## config.mk

```make
export PLATFORM = sky130hd
export DESIGN_NAME = stack_access_ctrl
export DESIGN_NICKNAME = d
export VERILOG_FILES = /design/src/rtl/stack_access_ctrl.sv
export SDC_FILE = /design/constraint.sdc
export NUM_CORES = 1
export LEC_CHECK = 0
export CORE_MARGIN = 2
export CORE_UTILIZATION = 50
export CTS_BUF_LIST = sky130_fd_sc_hd__clkbuf_16
export DETAILED_ROUTE_END_ITERATION = 8
export GPL_ROUTABILITY_DRIVEN = 0
export PLACE_DENSITY = 0.86
export SLEW_MARGIN = 10
export SYNTH_ARGS = -nofsm -noshare
export SYNTH_HDL_FRONTEND = slang
export SYNTH_SLANG_ARGS = --single-unit
```

## constraint.sdc

```tcl
create_clock -name CLK -period 6.7 [get_ports CLK]
set_input_delay 1.675 -clock CLK [delete_from_list [all_inputs] [get_ports CLK]]
set_output_delay 1.675 -clock CLK [all_outputs]
set_load 0.02 [all_outputs]
```

## src/rtl/stack_access_ctrl.sv

```systemverilog
// Hardware-stack access sequencer: orders SP strobes and scratch RAM accesses for push/pop/load.
// Optional depth high-water mark output enabled by defining STACK_WATERMARK_EN.
module stack_access_ctrl #(
  parameter int unsigned DATA_W = 10,
  parameter int unsigned ADDR_W = 8
) (
  input  logic              CLK,
  input  logic              RST,
  input  logic              REQ_VALID,
  input  logic [1:0]        REQ_OP,
  input  logic [DATA_W-1:0] REQ_DATA,
  output logic              REQ_READY,
  output logic              RSP_VALID,
  output logic [DATA_W-1:0] RSP_DATA,
  output logic              RSP_ERR,
  input  logic [ADDR_W-1:0] SP_IN,
  output logic              SP_LD,
  output logic              SP_INCR,
  output logic              SP_DECR,
  output logic [ADDR_W-1:0] SP_DATA_OUT,
  output logic [ADDR_W-1:0] SCR_ADDR,
  output logic              SCR_WE,
  output logic [DATA_W-1:0] SCR_WDATA,
  input  logic [DATA_W-1:0] SCR_RDATA,
  output logic [ADDR_W:0]   DEPTH,
  output logic              FULL,
  output logic              EMPTY
`ifdef STACK_WATERMARK_EN
  ,
  output logic [ADDR_W:0]   MAX_DEPTH
`endif
);

  localparam int unsigned DEPTH_W  = ADDR_W + 1;
  localparam int unsigned CAPACITY = 1 << ADDR_W;

  typedef enum logic [2:0] {
    S_IDLE,
    S_PUSH,
    S_POP_RD,
    S_POP_CAP,
    S_LOAD,
    S_RESP
  } state_e;

  typedef enum logic [1:0] {
    OP_PUSH = 2'b00,
    OP_POP  = 2'b01,
    OP_LOAD = 2'b10,
    OP_RSVD = 2'b11
  } op_e;

  state_e              state_q;
  logic                req_ready_q;
  logic                rsp_valid_q;
  logic [DATA_W-1:0]   rsp_data_q;
  logic                rsp_err_q;
  logic                sp_ld_q;
  logic                sp_incr_q;
  logic                sp_decr_q;
  logic [ADDR_W-1:0]   sp_data_q;
  logic [ADDR_W-1:0]   scr_addr_q;
  logic                scr_we_q;
  logic [DATA_W-1:0]   scr_wdata_q;
  logic [DEPTH_W-1:0]  depth_q;
  logic [DEPTH_W-1:0]  depth_inc_c;
  logic [DEPTH_W-1:0]  depth_dec_c;
  logic                full_c;
  logic                empty_c;
`ifdef STACK_WATERMARK_EN
  logic [DEPTH_W-1:0]  max_depth_q;
`endif

  assign depth_inc_c = depth_q + DEPTH_W'(1);
  assign depth_dec_c = depth_q - DEPTH_W'(1);
  assign full_c      = (depth_q == DEPTH_W'(CAPACITY));
  assign empty_c     = (depth_q == '0);

  // Outputs are registered one edge ahead so each strobe lines up with its state.
  always_ff @(posedge CLK or posedge RST) begin
    if (RST) begin
      state_q     <= S_IDLE;
      req_ready_q <= 1'b1;
      rsp_valid_q <= 1'b0;
      rsp_data_q  <= '0;
      rsp_err_q   <= 1'b0;
      sp_ld_q     <= 1'b0;
      sp_incr_q   <= 1'b0;
      sp_decr_q   <= 1'b0;
      sp_data_q   <= '0;
      scr_addr_q  <= '0;
      scr_we_q    <= 1'b0;
      scr_wdata_q <= '0;
      depth_q     <= '0;
`ifdef STACK_WATERMARK_EN
      max_depth_q <= '0;
`endif
    end else begin
      rsp_valid_q <= 1'b0;
      rsp_err_q   <= 1'b0;
      sp_ld_q     <= 1'b0;
      sp_incr_q   <= 1'b0;
      sp_decr_q   <= 1'b0;
      scr_we_q    <= 1'b0;

      case (state_q)
        S_IDLE: begin
          if (REQ_VALID && req_ready_q) begin
            req_ready_q <= 1'b0;
            case (op_e'(REQ_OP))
              OP_PUSH: begin
                if (full_c) begin
                  rsp_valid_q <= 1'b1;
                  rsp_err_q   <= 1'b1;
                  rsp_data_q  <= '0;
                  state_q     <= S_RESP;
                end else begin
                  // Push writes below the current SP (SP grows downward, wraps at 0).
                  scr_addr_q  <= SP_IN - ADDR_W'(1);
                  scr_we_q    <= 1'b1;
                  scr_wdata_q <= REQ_DATA;
                  sp_decr_q   <= 1'b1;
                  state_q     <= S_PUSH;
                end
              end
              OP_POP: begin
                if (empty_c) begin
                  rsp_valid_q <= 1'b1;
                  rsp_err_q   <= 1'b1;
                  rsp_data_q  <= '0;
                  state_q     <= S_RESP;
                end else begin
                  scr_addr_q <= SP_IN;
                  state_q    <= S_POP_RD;
                end
              end
              OP_LOAD: begin
                sp_ld_q   <= 1'b1;
                sp_data_q <= REQ_DATA[ADDR_W-1:0];
                state_q   <= S_LOAD;
              end
              default: begin
                rsp_valid_q <= 1'b1;
                rsp_err_q   <= 1'b1;
                rsp_data_q  <= '0;
                state_q     <= S_RESP;
              end
            endcase
          end
        end

        S_PUSH: begin
          depth_q <= depth_inc_c;
`ifdef STACK_WATERMARK_EN
          if (depth_inc_c > max_depth_q) begin
            max_depth_q <= depth_inc_c;
          end
`endif
          rsp_valid_q <= 1'b1;
          rsp_data_q  <= '0;
          state_q     <= S_RESP;
        end

        S_POP_RD: begin
          sp_incr_q <= 1'b1;
          state_q   <= S_POP_CAP;
        end

        // Registered RAM data for the POP_RD address is present this cycle.
        S_POP_CAP: begin
          rsp_data_q  <= SCR_RDATA;
          depth_q     <= depth_dec_c;
          rsp_valid_q <= 1'b1;
          state_q     <= S_RESP;
        end

        S_LOAD: begin
          depth_q     <= '0;
          rsp_valid_q <= 1'b1;
          rsp_data_q  <= '0;
          state_q     <= S_RESP;
        end

        S_RESP: begin
          req_ready_q <= 1'b1;
          state_q     <= S_IDLE;
        end

        default: begin
          req_ready_q <= 1'b1;
          state_q     <= S_IDLE;
        end
      endcase
    end
  end

  assign REQ_READY   = req_ready_q;
  assign RSP_VALID   = rsp_valid_q;
  assign RSP_DATA    = rsp_data_q;
  assign RSP_ERR     = rsp_err_q;
  assign SP_LD       = sp_ld_q;
  assign SP_INCR     = sp_incr_q;
  assign SP_DECR     = sp_decr_q;
  assign SP_DATA_OUT = sp_data_q;
  assign SCR_ADDR    = scr_addr_q;
  assign SCR_WE      = scr_we_q;
  assign SCR_WDATA   = scr_wdata_q;
  assign DEPTH       = depth_q;
  assign FULL        = full_c;
  assign EMPTY       = empty_c;
`ifdef STACK_WATERMARK_EN
  assign MAX_DEPTH   = max_depth_q;
`endif

endmodule

```

==> results of run 1 <==
## cells in the mapped netlist, types with 6 or more instances
cell type | instances | share of area, %
sky130_fd_sc_hd__a21oi_1 | 18 | 3.2
sky130_fd_sc_hd__a31oi_1 | 6 | 1.3
sky130_fd_sc_hd__dfrtp_1 | 53 | 47
sky130_fd_sc_hd__ha_1 | 9 | 4.0
sky130_fd_sc_hd__inv_1 | 9 | 1.2
sky130_fd_sc_hd__mux2_2 | 10 | 4.0
sky130_fd_sc_hd__mux2_4 | 9 | 4.8
sky130_fd_sc_hd__nand2_1 | 32 | 4.3
sky130_fd_sc_hd__nand3_1 | 13 | 2.3
sky130_fd_sc_hd__nor2_1 | 18 | 2.4
sky130_fd_sc_hd__o21ai_0 | 13 | 2.3
sky130_fd_sc_hd__xnor2_1 | 6 | 1.9
sky130_fd_sc_hd__xor2_1 | 7 | 2.2
## worst max-delay path: cells and delay by family, from the launching register on
| kind | cells | cell delay [ps] |
|---|---|---|
| AND/OR/NAND/NOR | 2 | 910 |
| buffers and inverters | 1 | 630 |
| flip-flops | 1 | 430 |
## sequential cells by signal, summed over array words and instances (netlist names)
register	flops
SCR_ADDR	8
RSP_DATA	10
REQ_READY	1
SP_INCR	1
SCR_WDATA	10
SP_DATA_OUT	8
RSP_VALID	1
SP_LD	1
RSP_ERR	1
DEPTH	9
state_q	3
SCR_WE	1
## cell type report
type,count,area share [%]
Clock buffer,5,3.247
Clock inverter,3,1.266
Tap cell,72,2.338
Sequential cell,54,35.10
Inverter,9,0.8766
Timing Repair Buffer,86,22.34
Multi-Input combinational cell,193,34.84
## worst max path at each step
stage / startpoint / end / slack, ps / cells past startpoint
after floorplan: RST / DEPTH[0]$_DFFE_PP0P_ / 3710 / 1
after global placement: REQ_OP[0] / SCR_WDATA[8]$_DFFE_PP0P_ / 3070 / 3
after detailed placement: REQ_OP[0] / SCR_WDATA[8]$_DFFE_PP0P_ / 3030 / 3
after CTS: DEPTH[2]$_DFFE_PP0P_ / EMPTY / 2770 / 3
after global routing: DEPTH[2]$_DFFE_PP0P_ / EMPTY / 2640 / 3
final: DEPTH[1]$_DFFE_PP0P_ / EMPTY / 2760 / 3
## routing by layer
metal,vias to the layer above,GRT usage (%),wire length (µm)
met2,88,36.78,3288
met4,0,6.379,54
met1,1117,31.32,3086
li1,1106,-,-
met5,-,0,0
met3,6,5.114,455
## logic make-up (layout without fill, tap and decap cells)
| family | after synthesis | after routing |
|---|---|---|
| AOI/OAI and AO/OA | 60 | 60 |
| muxes | 19 | 19 |
| xor gates and xnor gates | 13 | 13 |
| and+or+nand+nor | 91 | 91 |
| buffers and inverters | 23 | 103 |
| DFF | 54 | 54 |
| adders and majority gates | 10 | 10 |
## through the flow
step,utilization (%),hold WS [ps],area (µm²),setup WS (ps),std cells
after floorplan,-,568.8,2814,3712,270
after global placement,67.24,462.4,3680,3071,414
after detailed placement,67.24,469.9,3680,3027,414
after CTS,70.42,486.2,3854,2771,422
after global routing,70.42,524.3,3854,2643,422
final,70.42,490.0,3854,2756,422
## power groups by stage
stage | Sequential (W) | Combinational (W) | Clock, W
global placement | 0.000554 | 0.000692 | 0
CTS | 0.000559 | 0.000715 | 0.000303
finish | 0.000561 | 0.000711 | 0.000302
detailed placement | 0.000564 | 0.000710 | 0
floorplan | 0.000643 | 0.000326 | 0
global route | 0.000578 | 0.000764 | 0.000321
==> flow_metrics.py, run 1 <==
metrics = {
    "yosys": {
        "synth_enable_flop_cells": 0,
        "synth_nets": 313,
        "ys_seq_area_share_pct": 48.07,
        "synth_xor_area_share_pct": 4.046,
        "ys_warn_count": 0,
        "post_synth.cell_area_avg_um2": 10.42,
        "muxShareOfSynthArea_pct": 8.804,
        "syn_area_mm2": 0.002814,
        "post_synth_fa_ha_maj_area_fraction_pct": 4.713,
        "synth_cell_type_count": 52,
        "simple_gate_portion_of_the_synthesized_area_pct": 16.72,
        "ys_dominant_reg_cell": "sky130_fd_sc_hd__dfrtp_1",
        "synth_cells": 270,
        "dominant_combinational_cell_family_by_area_after_synthesis": "simple AND/OR/NAND/NOR gates",
        "synth_compound_area_share_pct": 13.43,
        "postSynthRegisterBits": 54,
        "async_flop_share_pct": 100.0,
    },
    "finish": {
        "multi_input_comb_area_mm2": 0.001343,
        "nFillCells": 387,
        "regArea_mm2": 0.001353,
        "drive_above_1_share_pct": 11.14,
        "final_cell_mix": "sky130_fd_sc_hd__clkdlybuf4s50_1, sky130_fd_sc_hd__dfrtp_1, sky130_fd_sc_hd__nand2_1",
        "layout_commonest_cell": "sky130_fd_sc_hd__clkdlybuf4s50_1",
        "synthToLayoutAreaGrowth_pct": 36.95,
        "diodes": 0,
        "layout.nets": 392,
    },
    "cts": {
        "cts_root_buf": "sky130_fd_sc_hd__clkbuf_16",
        "tritoncts.num_buffers": 5,
        "cts_sinks": 54,
        "max-clock-path-buffers": 2,
        "cts_repair_resize_count": 0,
        "clock_insertion_delay_worst_skew_ps": 290,
        "path_clk_slew_ps": 70,
        "cts_tree": "built",
        "post_cts_buffers": 0,
        "cts_htree_levels": 2,
        "post_cts_hold_buffer_count": 0,
    },
    "detailed_routing": {
        "drt_first_iter_violations": 136,
        "detail_route.first_pass.iterations": 4,
        "routed_wl_mm": 6.884,
        "avgRoutedWirePerCell_um": 16.31,
        "post_drt_via_cell_ratio": 5.491,
        "route.detailed.drc": 0,
        "vias": 2317,
        "drt.antenna.violating_nets": 0,
    },
    "pwr": {
        "seq_pwr_share_pct": 35.7,
        "worst_vdd_drop_mv": 0.2928,
        "internal_power_w": 0.0009574,
        "total_power_w": 0.001574,
        "switching_share_of_total_power_pct": 39.16,
        "power.clock.fraction_pct": 19.2,
        "pwr_density_cell_mw_per_mm2": 408.4,
        "power.switching_w": 0.0006163,
        "p_leak_nw": 1.631,
        "combinational_power_share_pct": 45.2,
    },
    "floorplan": {
        "start_util_pct": 51.42,
        "pin_count": 87,
        "dieHeight_um": 79.02,
        "std_cell_rows": 27,
        "dieWidth_um": 79.02,
        "fp.coreArea_mm2": 0.005473,
        "die-area_mm2": 0.006244,
    },
    "placement": {
        "detailedPlacementHpwl_mm": 4.731,
        "buffer_ports.inserted": 86,
    },
    "critical_path": {
        "critPathCaptureType": "output port",
        "startpoint_of_the_most_critical_register_to_register_path": "state_q[2]$_DFFE_PP0P_",
        "critical-path-max-stage-delay_ps": 630,
        "r2r_end": "DEPTH[8]$_DFFE_PP0P_",
        "critical_path.startpoint_type": "flop",
        "cp_data_arrival_time_ps": 2270,
        "regToRegSetupSlack_ps": 2900,
        "critPathMaxFanout": 5,
        "timing_worst_setup_path_type": "flop to output port",
        "critical_path_required_ps": 5030,
        "r2r.worst_path.cells": 9,
        "slowest_stage": "sky130_fd_sc_hd__clkdlybuf4s50_1",
        "crit_path_cell_trace": "nor4_1, and3b_2, clkdlybuf4s50_1",
    },
    "sta": {
        "maxSlewHeadroom_pct": 24.67,
        "setup_viol": 0,
        "fin_worst_skew_ps": 5.797,
        "final.period_utilization_pct": 58.87,
        "max_freq_mhz": 253.5,
        "rsz0062_at_grt": "false",
        "worst_slew_pin_slew_ps": 1126,
        "timing_max_transition_violations_final": 0,
        "finalCriticalPeriod_ps": 3945,
        "hold_viol_final": 0,
        "setup-tns-final_ps": 0,
    },
    "global_route": {
        "globalRouteOverflowTotal": 0,
        "vias_in_the_first_global_route": 2264,
        "antenna_found_initial": 0,
        "first_pass_grt_wire_length_mm": 11.26,
        "grt_max_degree": 55,
        "groute.usage.overall_pct": 22.88,
    },
    "min_path": {
        "min_delay_path_depth": 2,
        "hold_path_startpoint": "SCR_ADDR[6]$_DFFE_PP0P_",
        "hold-path-endpoint": "SCR_ADDR[6]$_DFFE_PP0P_",
        "hold_class": "flop to flop",
    },
    "job": {
        "maxCapViolCount": 0,
    },
    "run_status": {
        "status": "finished clean",
    },
}
No activity file was read; power rests on OpenSTA's default activity.
==> run 2: changes to the inputs <==
--- a/config.mk
+++ b/config.mk
@@ -6,11 +6,11 @@
 export NUM_CORES = 1
 export LEC_CHECK = 0
 export CORE_MARGIN = 2
-export CORE_UTILIZATION = 50
+export CORE_UTILIZATION = 47
 export CTS_BUF_LIST = sky130_fd_sc_hd__clkbuf_16
 export DETAILED_ROUTE_END_ITERATION = 8
 export GPL_ROUTABILITY_DRIVEN = 0
-export PLACE_DENSITY = 0.86
+export PLACE_DENSITY = 0.81
 export SLEW_MARGIN = 10
 export SYNTH_ARGS = -nofsm -noshare
 export SYNTH_HDL_FRONTEND = slang
==> constraint.sdc (replaced) <==
create_clock -name CLK -period 3.65 [get_ports CLK]
set_input_delay 0.9125 -clock CLK [delete_from_list [all_inputs] [get_ports CLK]]
set_output_delay 0.9125 -clock CLK [all_outputs]
set_load 0.02 [all_outputs]
==> flow_metrics.py, run 2 (synthesis results as in run 1) <==
metrics = {
    "finish": {
        "layout.nets": 398,
        "final_cell_mix": "sky130_fd_sc_hd__clkdlybuf4s50_1, sky130_fd_sc_hd__dfrtp_1, sky130_fd_sc_hd__nand2_1",
        "diodes": 0,
        "drive_above_1_share_pct": 12.36,
        "nFillCells": 437,
        "synthToLayoutAreaGrowth_pct": 38.91,
        "layout_commonest_cell": "sky130_fd_sc_hd__clkdlybuf4s50_1",
    },
    "cts": {
        "cts_root_buf": "sky130_fd_sc_hd__clkbuf_16",
        "cts_sinks": 54,
        "cts_htree_levels": 2,
        "clock_insertion_delay_worst_skew_ps": 290,
        "cts_tree": "built",
        "path_clk_slew_ps": 70,
        "cts_repair_resize_count": 0,
        "post_cts_hold_buffer_count": 0,
        "tritoncts.num_buffers": 5,
        "post_cts_buffers": 0,
        "max-clock-path-buffers": 2,
    },
    "sta": {
        "max_freq_mhz": 319.4,
        "fin_worst_skew_ps": 5.573,
        "maxSlewHeadroom_pct": 26.06,
        "setup_viol": 0,
        "setup-tns-final_ps": 0,
        "hold_viol_final": 0,
        "finalCriticalPeriod_ps": 3131,
        "rsz0062_at_grt": "false",
        "timing_max_transition_violations_final": 0,
        "final.period_utilization_pct": 85.77,
        "worst_slew_pin_slew_ps": 1105,
    },
    "floorplan": {
        "die-area_mm2": 0.006622,
        "std_cell_rows": 28,
        "dieWidth_um": 81.38,
        "start_util_pct": 48.10,
        "fp.coreArea_mm2": 0.005851,
        "dieHeight_um": 81.38,
        "pin_count": 87,
    },
    "critical_path": {
        "critical_path_required_ps": 2740,
        "crit_path_cell_trace": "nor4_1, and3_4, clkdlybuf4s50_1",
        "critical_path.startpoint_type": "flop",
        "crit_buf_inv": 1,
        "timing_worst_setup_path_type": "flop to output port",
        "critPathCaptureType": "output port",
        "r2r.worst_path.cells": 9,
        "worst_path_dominant_cell_family": "simple AND/OR/NAND/NOR gates",
        "regToRegSetupSlack_ps": 950,
        "r2r_end": "DEPTH[8]$_DFFE_PP0P_",
        "cp_data_arrival_time_ps": 2220,
        "startpoint_of_the_most_critical_register_to_register_path": "state_q[0]$_DFFE_PP0P_",
        "critical-path-max-stage-delay_ps": 630,
        "slowest_stage": "sky130_fd_sc_hd__clkdlybuf4s50_1",
        "critPathMaxFanout": 5,
    },
    "min_path": {
        "min_delay_path_depth": 2,
        "hold-path-endpoint": "SCR_ADDR[1]$_DFFE_PP0P_",
        "hold_class": "flop to flop",
        "hold_path_startpoint": "SCR_ADDR[1]$_DFFE_PP0P_",
    },
    "pwr": {
        "p_leak_nw": 1.666,
        "pwr_density_cell_mw_per_mm2": 741.5,
        "worst_vdd_drop_mv": 0.4571,
        "total_power_w": 0.002898,
    },
    "global_route": {
        "globalRouteOverflowTotal": 0,
        "grt_max_degree": 55,
        "antenna_found_initial": 0,
        "first_pass_grt_wire_length_mm": 11.07,
        "vias_in_the_first_global_route": 2305,
        "groute.usage.overall_pct": 22.01,
    },
    "run_status": {
        "status": "finished clean",
    },
    "detailed_routing": {
        "routed_wl_mm": 6.921,
        "route.detailed.drc": 0,
        "vias": 2335,
        "drt_first_iter_violations": 90,
        "drt.antenna.violating_nets": 0,
        "detail_route.first_pass.iterations": 4,
        "post_drt_via_cell_ratio": 5.418,
        "avgRoutedWirePerCell_um": 16.06,
    },
    "placement": {
        "buffer_ports.inserted": 86,
        "detailedPlacementHpwl_mm": 4.940,
    },
    "job": {
        "maxCapViolCount": 0,
    },
}
run 2: cell count changes in the layout (fill, tap and decap cells not counted), sizes merged:
cell      previous run  this run
buf                  0         6
clkinv               0         1
clkinvlp             1         0
run 2: power by group:
part           leakage [nW]  internal, W  switching (W)  total [W]
clock                0.0818     0.000324       0.000216   0.000540
combinational         0.884     0.000646       0.000729    0.00138
sequential            0.701     0.000803       0.000180   0.000982
run 2: worst min-delay path, delay by kind of cell (launching register included):
| kind | cells | cell delay, ps |
|---|---|---|
| flip-flops | 1 | 340 |
| AO/OA/AOI/OAI | 1 | 60 |
| AND/OR/NAND/NOR | 1 | 50 |
run 2: through the flow:
stage	instance area, µm²	setup WS, ps	instances	util, %	hold slack (ps)
after floorplan	2814	724.6	270	-	568.8
after detailed placement	3741	846.5	423	63.94	475.6
final	3909	519.4	431	66.81	484.5
after global placement	3741	900.5	423	63.94	462.7
after global routing	3909	394.3	431	66.81	528.8
after CTS	3909	513.1	431	66.81	491.9
run 2: worst max path at each step:
stage | start | end | slack, ps | cells after the start
floorplan | state_q[2]$_DFFE_PP0P_ | DEPTH[8]$_DFFE_PP0P_ | 720 | 11
global placement | DEPTH[1]$_DFFE_PP0P_ | FULL | 900 | 3
detailed placement | DEPTH[2]$_DFFE_PP0P_ | FULL | 850 | 3
CTS | DEPTH[1]$_DFFE_PP0P_ | EMPTY | 510 | 3
global route | DEPTH[1]$_DFFE_PP0P_ | EMPTY | 390 | 3
finish | DEPTH[1]$_DFFE_PP0P_ | FULL | 520 | 3
run 2: routing by layer:
metal  part of all wire, %  up-vias  track usage, %
li1                      -     1136               -
met1                    44     1104           28.88
met2                    48       90           36.39
met3                   7.2        5           4.000
met4                   1.3        0           7.966
met5                     0        -               0
run 2: layout make-up:
type,instances,area (µm²),area share [%]
clock buffers,5,125.1,3.201
clock inverters,3,42.54,1.088
inverters,9,33.78,0.8643
multi-input cells,193,1343,34.35
flip-flops and latches,54,1353,34.60
well taps,75,93.84,2.401
repair buffers,92,918.4,23.50
==> run 3: changes to the inputs <==
--- a/config.mk
+++ b/config.mk
@@ -5,6 +5,7 @@
 export SDC_FILE = /design/constraint.sdc
 export NUM_CORES = 1
 export LEC_CHECK = 0
+export CORE_ASPECT_RATIO = 1.5
 export CORE_MARGIN = 2
 export CORE_UTILIZATION = 47
 export CTS_BUF_LIST = sky130_fd_sc_hd__clkbuf_16
==> constraint.sdc (replaced) <==
create_clock -name CLK -period 3.65 [get_ports CLK]
set_input_delay 0.5475 -clock CLK [delete_from_list [all_inputs] [get_ports CLK]]
set_output_delay 0.5475 -clock CLK [all_outputs]
set_load 0.02 [all_outputs]
==> flow_metrics.py, run 3 (synthesis results as in run 1) <==
metrics = {
    "global_route": {
        "first_pass_grt_wire_length_mm": 11.62,
        "antenna_found_initial": 0,
        "grt_max_degree": 55,
        "globalRouteOverflowTotal": 0,
        "vias_in_the_first_global_route": 2448,
        "groute.usage.overall_pct": 22.80,
    },
    "floorplan": {
        "start_util_pct": 48.64,
        "fp.coreArea_mm2": 0.005786,
        "die-area_mm2": 0.006635,
        "std_cell_rows": 34,
        "dieWidth_um": 67.18,
        "pin_count": 87,
        "dieHeight_um": 98.77,
    },
    "detailed_routing": {
        "drt_first_iter_violations": 151,
        "post_drt_via_cell_ratio": 5.511,
        "avgRoutedWirePerCell_um": 16.50,
        "routed_wl_mm": 7.012,
        "top_layer_used": "met4",
        "drt.antenna.violating_nets": 0,
        "wl_met1_mm": 2.673,
        "met2_length_mm": 3.764,
        "vias": 2342,
        "detail_route.first_pass.iterations": 4,
        "met3_length_um": 421,
        "route.detailed.drc": 0,
    },
    "sta": {
        "final.period_utilization_pct": 80.92,
        "setup_slack_ps": 696.3,
        "setup_viol": 0,
        "finalCriticalPeriod_ps": 2954,
        "setup-tns-final_ps": 0,
        "timing_max_transition_violations_final": 0,
        "hold_viol_final": 0,
        "fin_worst_skew_ps": 6.723,
        "max_freq_mhz": 338.6,
        "maxSlewHeadroom_pct": 34.99,
        "worst_slew_pin_slew_ps": 971.5,
        "rsz0062_at_grt": "false",
    },
    "critical_path": {
        "slowest_stage": "sky130_fd_sc_hd__dfrtp_1",
        "critical-path-max-stage-delay_ps": 690,
        "worst_path_dominant_cell_family": "compound AO/OA/AOI/OAI gates",
        "timing_worst_setup_path_type": "flop to flop",
        "critPathCaptureType": "flop",
        "cp_data_arrival_time_ps": 3140,
        "critPathMaxFanout": 18,
        "crit_path_cell_trace": "inv_1, nor2_1, buf_4, inv_1, fa_1, nand2b_1, a21o_1, a21oi_1, mux2_2, a311oi_1",
        "cpMostUsedCell": "sky130_fd_sc_hd__inv_1",
        "critical_path_required_ps": 3840,
        "crit_buf_inv": 3,
        "critical_path.startpoint_type": "flop",
    },
    "min_path": {
        "hold_class": "flop to flop",
    },
    "cts": {
        "tritoncts.num_buffers": 5,
        "cts_root_buf": "sky130_fd_sc_hd__clkbuf_16",
        "post_cts_buffers": 0,
        "post_cts_hold_buffer_count": 0,
        "cts_sinks": 54,
        "clock_insertion_delay_worst_skew_ps": 290,
        "cts_htree_levels": 2,
        "cts_tree": "built",
        "max-clock-path-buffers": 2,
        "cts_repair_resize_count": 0,
        "path_clk_slew_ps": 70,
    },
    "finish": {
        "synthToLayoutAreaGrowth_pct": 37.75,
        "layout_commonest_cell": "sky130_fd_sc_hd__clkdlybuf4s50_1",
        "nFillCells": 477,
        "drive_above_1_share_pct": 11.90,
        "layout.nets": 395,
        "multi_input_comb_area_mm2": 0.001343,
        "finalCoreUtilization_pct": 67.00,
        "final_cell_mix": "sky130_fd_sc_hd__clkdlybuf4s50_1, sky130_fd_sc_hd__dfrtp_1, sky130_fd_sc_hd__nand2_1",
        "regArea_mm2": 0.001353,
        "layoutNonFillerInstCount": 425,
        "diodes": 0,
    },
    "run_status": {
        "status": "finished clean",
    },
    "job": {
        "maxCapViolCount": 0,
    },
    "pwr": {
        "worst_vdd_drop_mv": 0.4770,
        "p_leak_nw": 1.648,
        "pwr_density_cell_mw_per_mm2": 747.0,
    },
    "placement": {
        "detailedPlacementHpwl_mm": 5.001,
        "buffer_ports.inserted": 86,
        "dpl.cell_count": 417,
        "dpl_worst_slack_ps": 864.7,
    },
}
-- run 3: cell types whose count changed in the layout (fill, tap and decap cells not counted), sizes merged --
cell,change
buf,-3
clkinv,+1
inv,-1
-- run 3: worst paths after layout --
kind                                         start  slack [ps]                  endpoint  depth (start not counted)
min in group asynchronous                      RST         770  SCR_WDATA[4]$_DFFE_PP0P_                          2
hold / removal             SCR_ADDR[7]$_DFFE_PP0P_         490   SCR_ADDR[7]$_DFFE_PP0P_                          2
setup / recovery            state_q[1]$_DFFE_PP0P_         700      DEPTH[8]$_DFFE_PP0P_                         10
hold reg to reg            SCR_ADDR[7]$_DFFE_PP0P_         490   SCR_ADDR[7]$_DFFE_PP0P_                          2
max in group asynchronous                      RST        2320  SCR_WDATA[0]$_DFFE_PP0P_                          2
setup reg to reg            state_q[1]$_DFFE_PP0P_         700      DEPTH[8]$_DFFE_PP0P_                         10
-- run 3: worst reg2reg max path, cell delays in order, from the launching register on --
cell and delay (ps):
sky130_fd_sc_hd__dfrtp_1 690, sky130_fd_sc_hd__inv_1 160, sky130_fd_sc_hd__nor2_1 130, sky130_fd_sc_hd__buf_4 170
sky130_fd_sc_hd__inv_1 60, sky130_fd_sc_hd__fa_1 390, sky130_fd_sc_hd__nand2b_1 180, sky130_fd_sc_hd__a21o_1 220
sky130_fd_sc_hd__a21oi_1 210, sky130_fd_sc_hd__mux2_2 360, sky130_fd_sc_hd__a311oi_1 270
-- run 3: report_power, final --
part	switching [W]	internal (W)	leakage, nW
Combinational	0.000710	0.000644	0.863
Clock	0.000221	0.000327	0.0844
Sequential	0.000191	0.000802	0.701
-- run 3: metrics by stage --
| stage | cell area [µm²] | total power, W | hold WS [ps] |
|---|---|---|---|
| finish | 3876 | 0.002895 | 487.5 |
| global route | 3876 | 0.003068 | 506.7 |
| CTS | 3875 | 0.002918 | 490.5 |
| detailed placement | 3702 | 0.002353 | 474.2 |
| global placement | 3702 | 0.002321 | 463.8 |
| floorplan | 2814 | 0.001779 | 568.8 |
-- run 3: layer usage --
metal / up-vias / GRT usage (%)
li1: 1116 / -
met1: 1112 / 27.25
met3: 14 / 3.653
met4: 0 / 8.477
met2: 100 / 40.14
met5: - / 0
-- run 3: final cells by class --
| class | instances | share of cell area, % |
|---|---|---|
| clock buffers | 5 | 3.228 |
| flip-flops and latches | 54 | 34.89 |
| clock inverters | 3 | 1.227 |
| multi-input cells | 193 | 34.64 |
| inverters | 9 | 0.9038 |
| repair buffers | 89 | 22.79 |
| well taps | 72 | 2.324 |
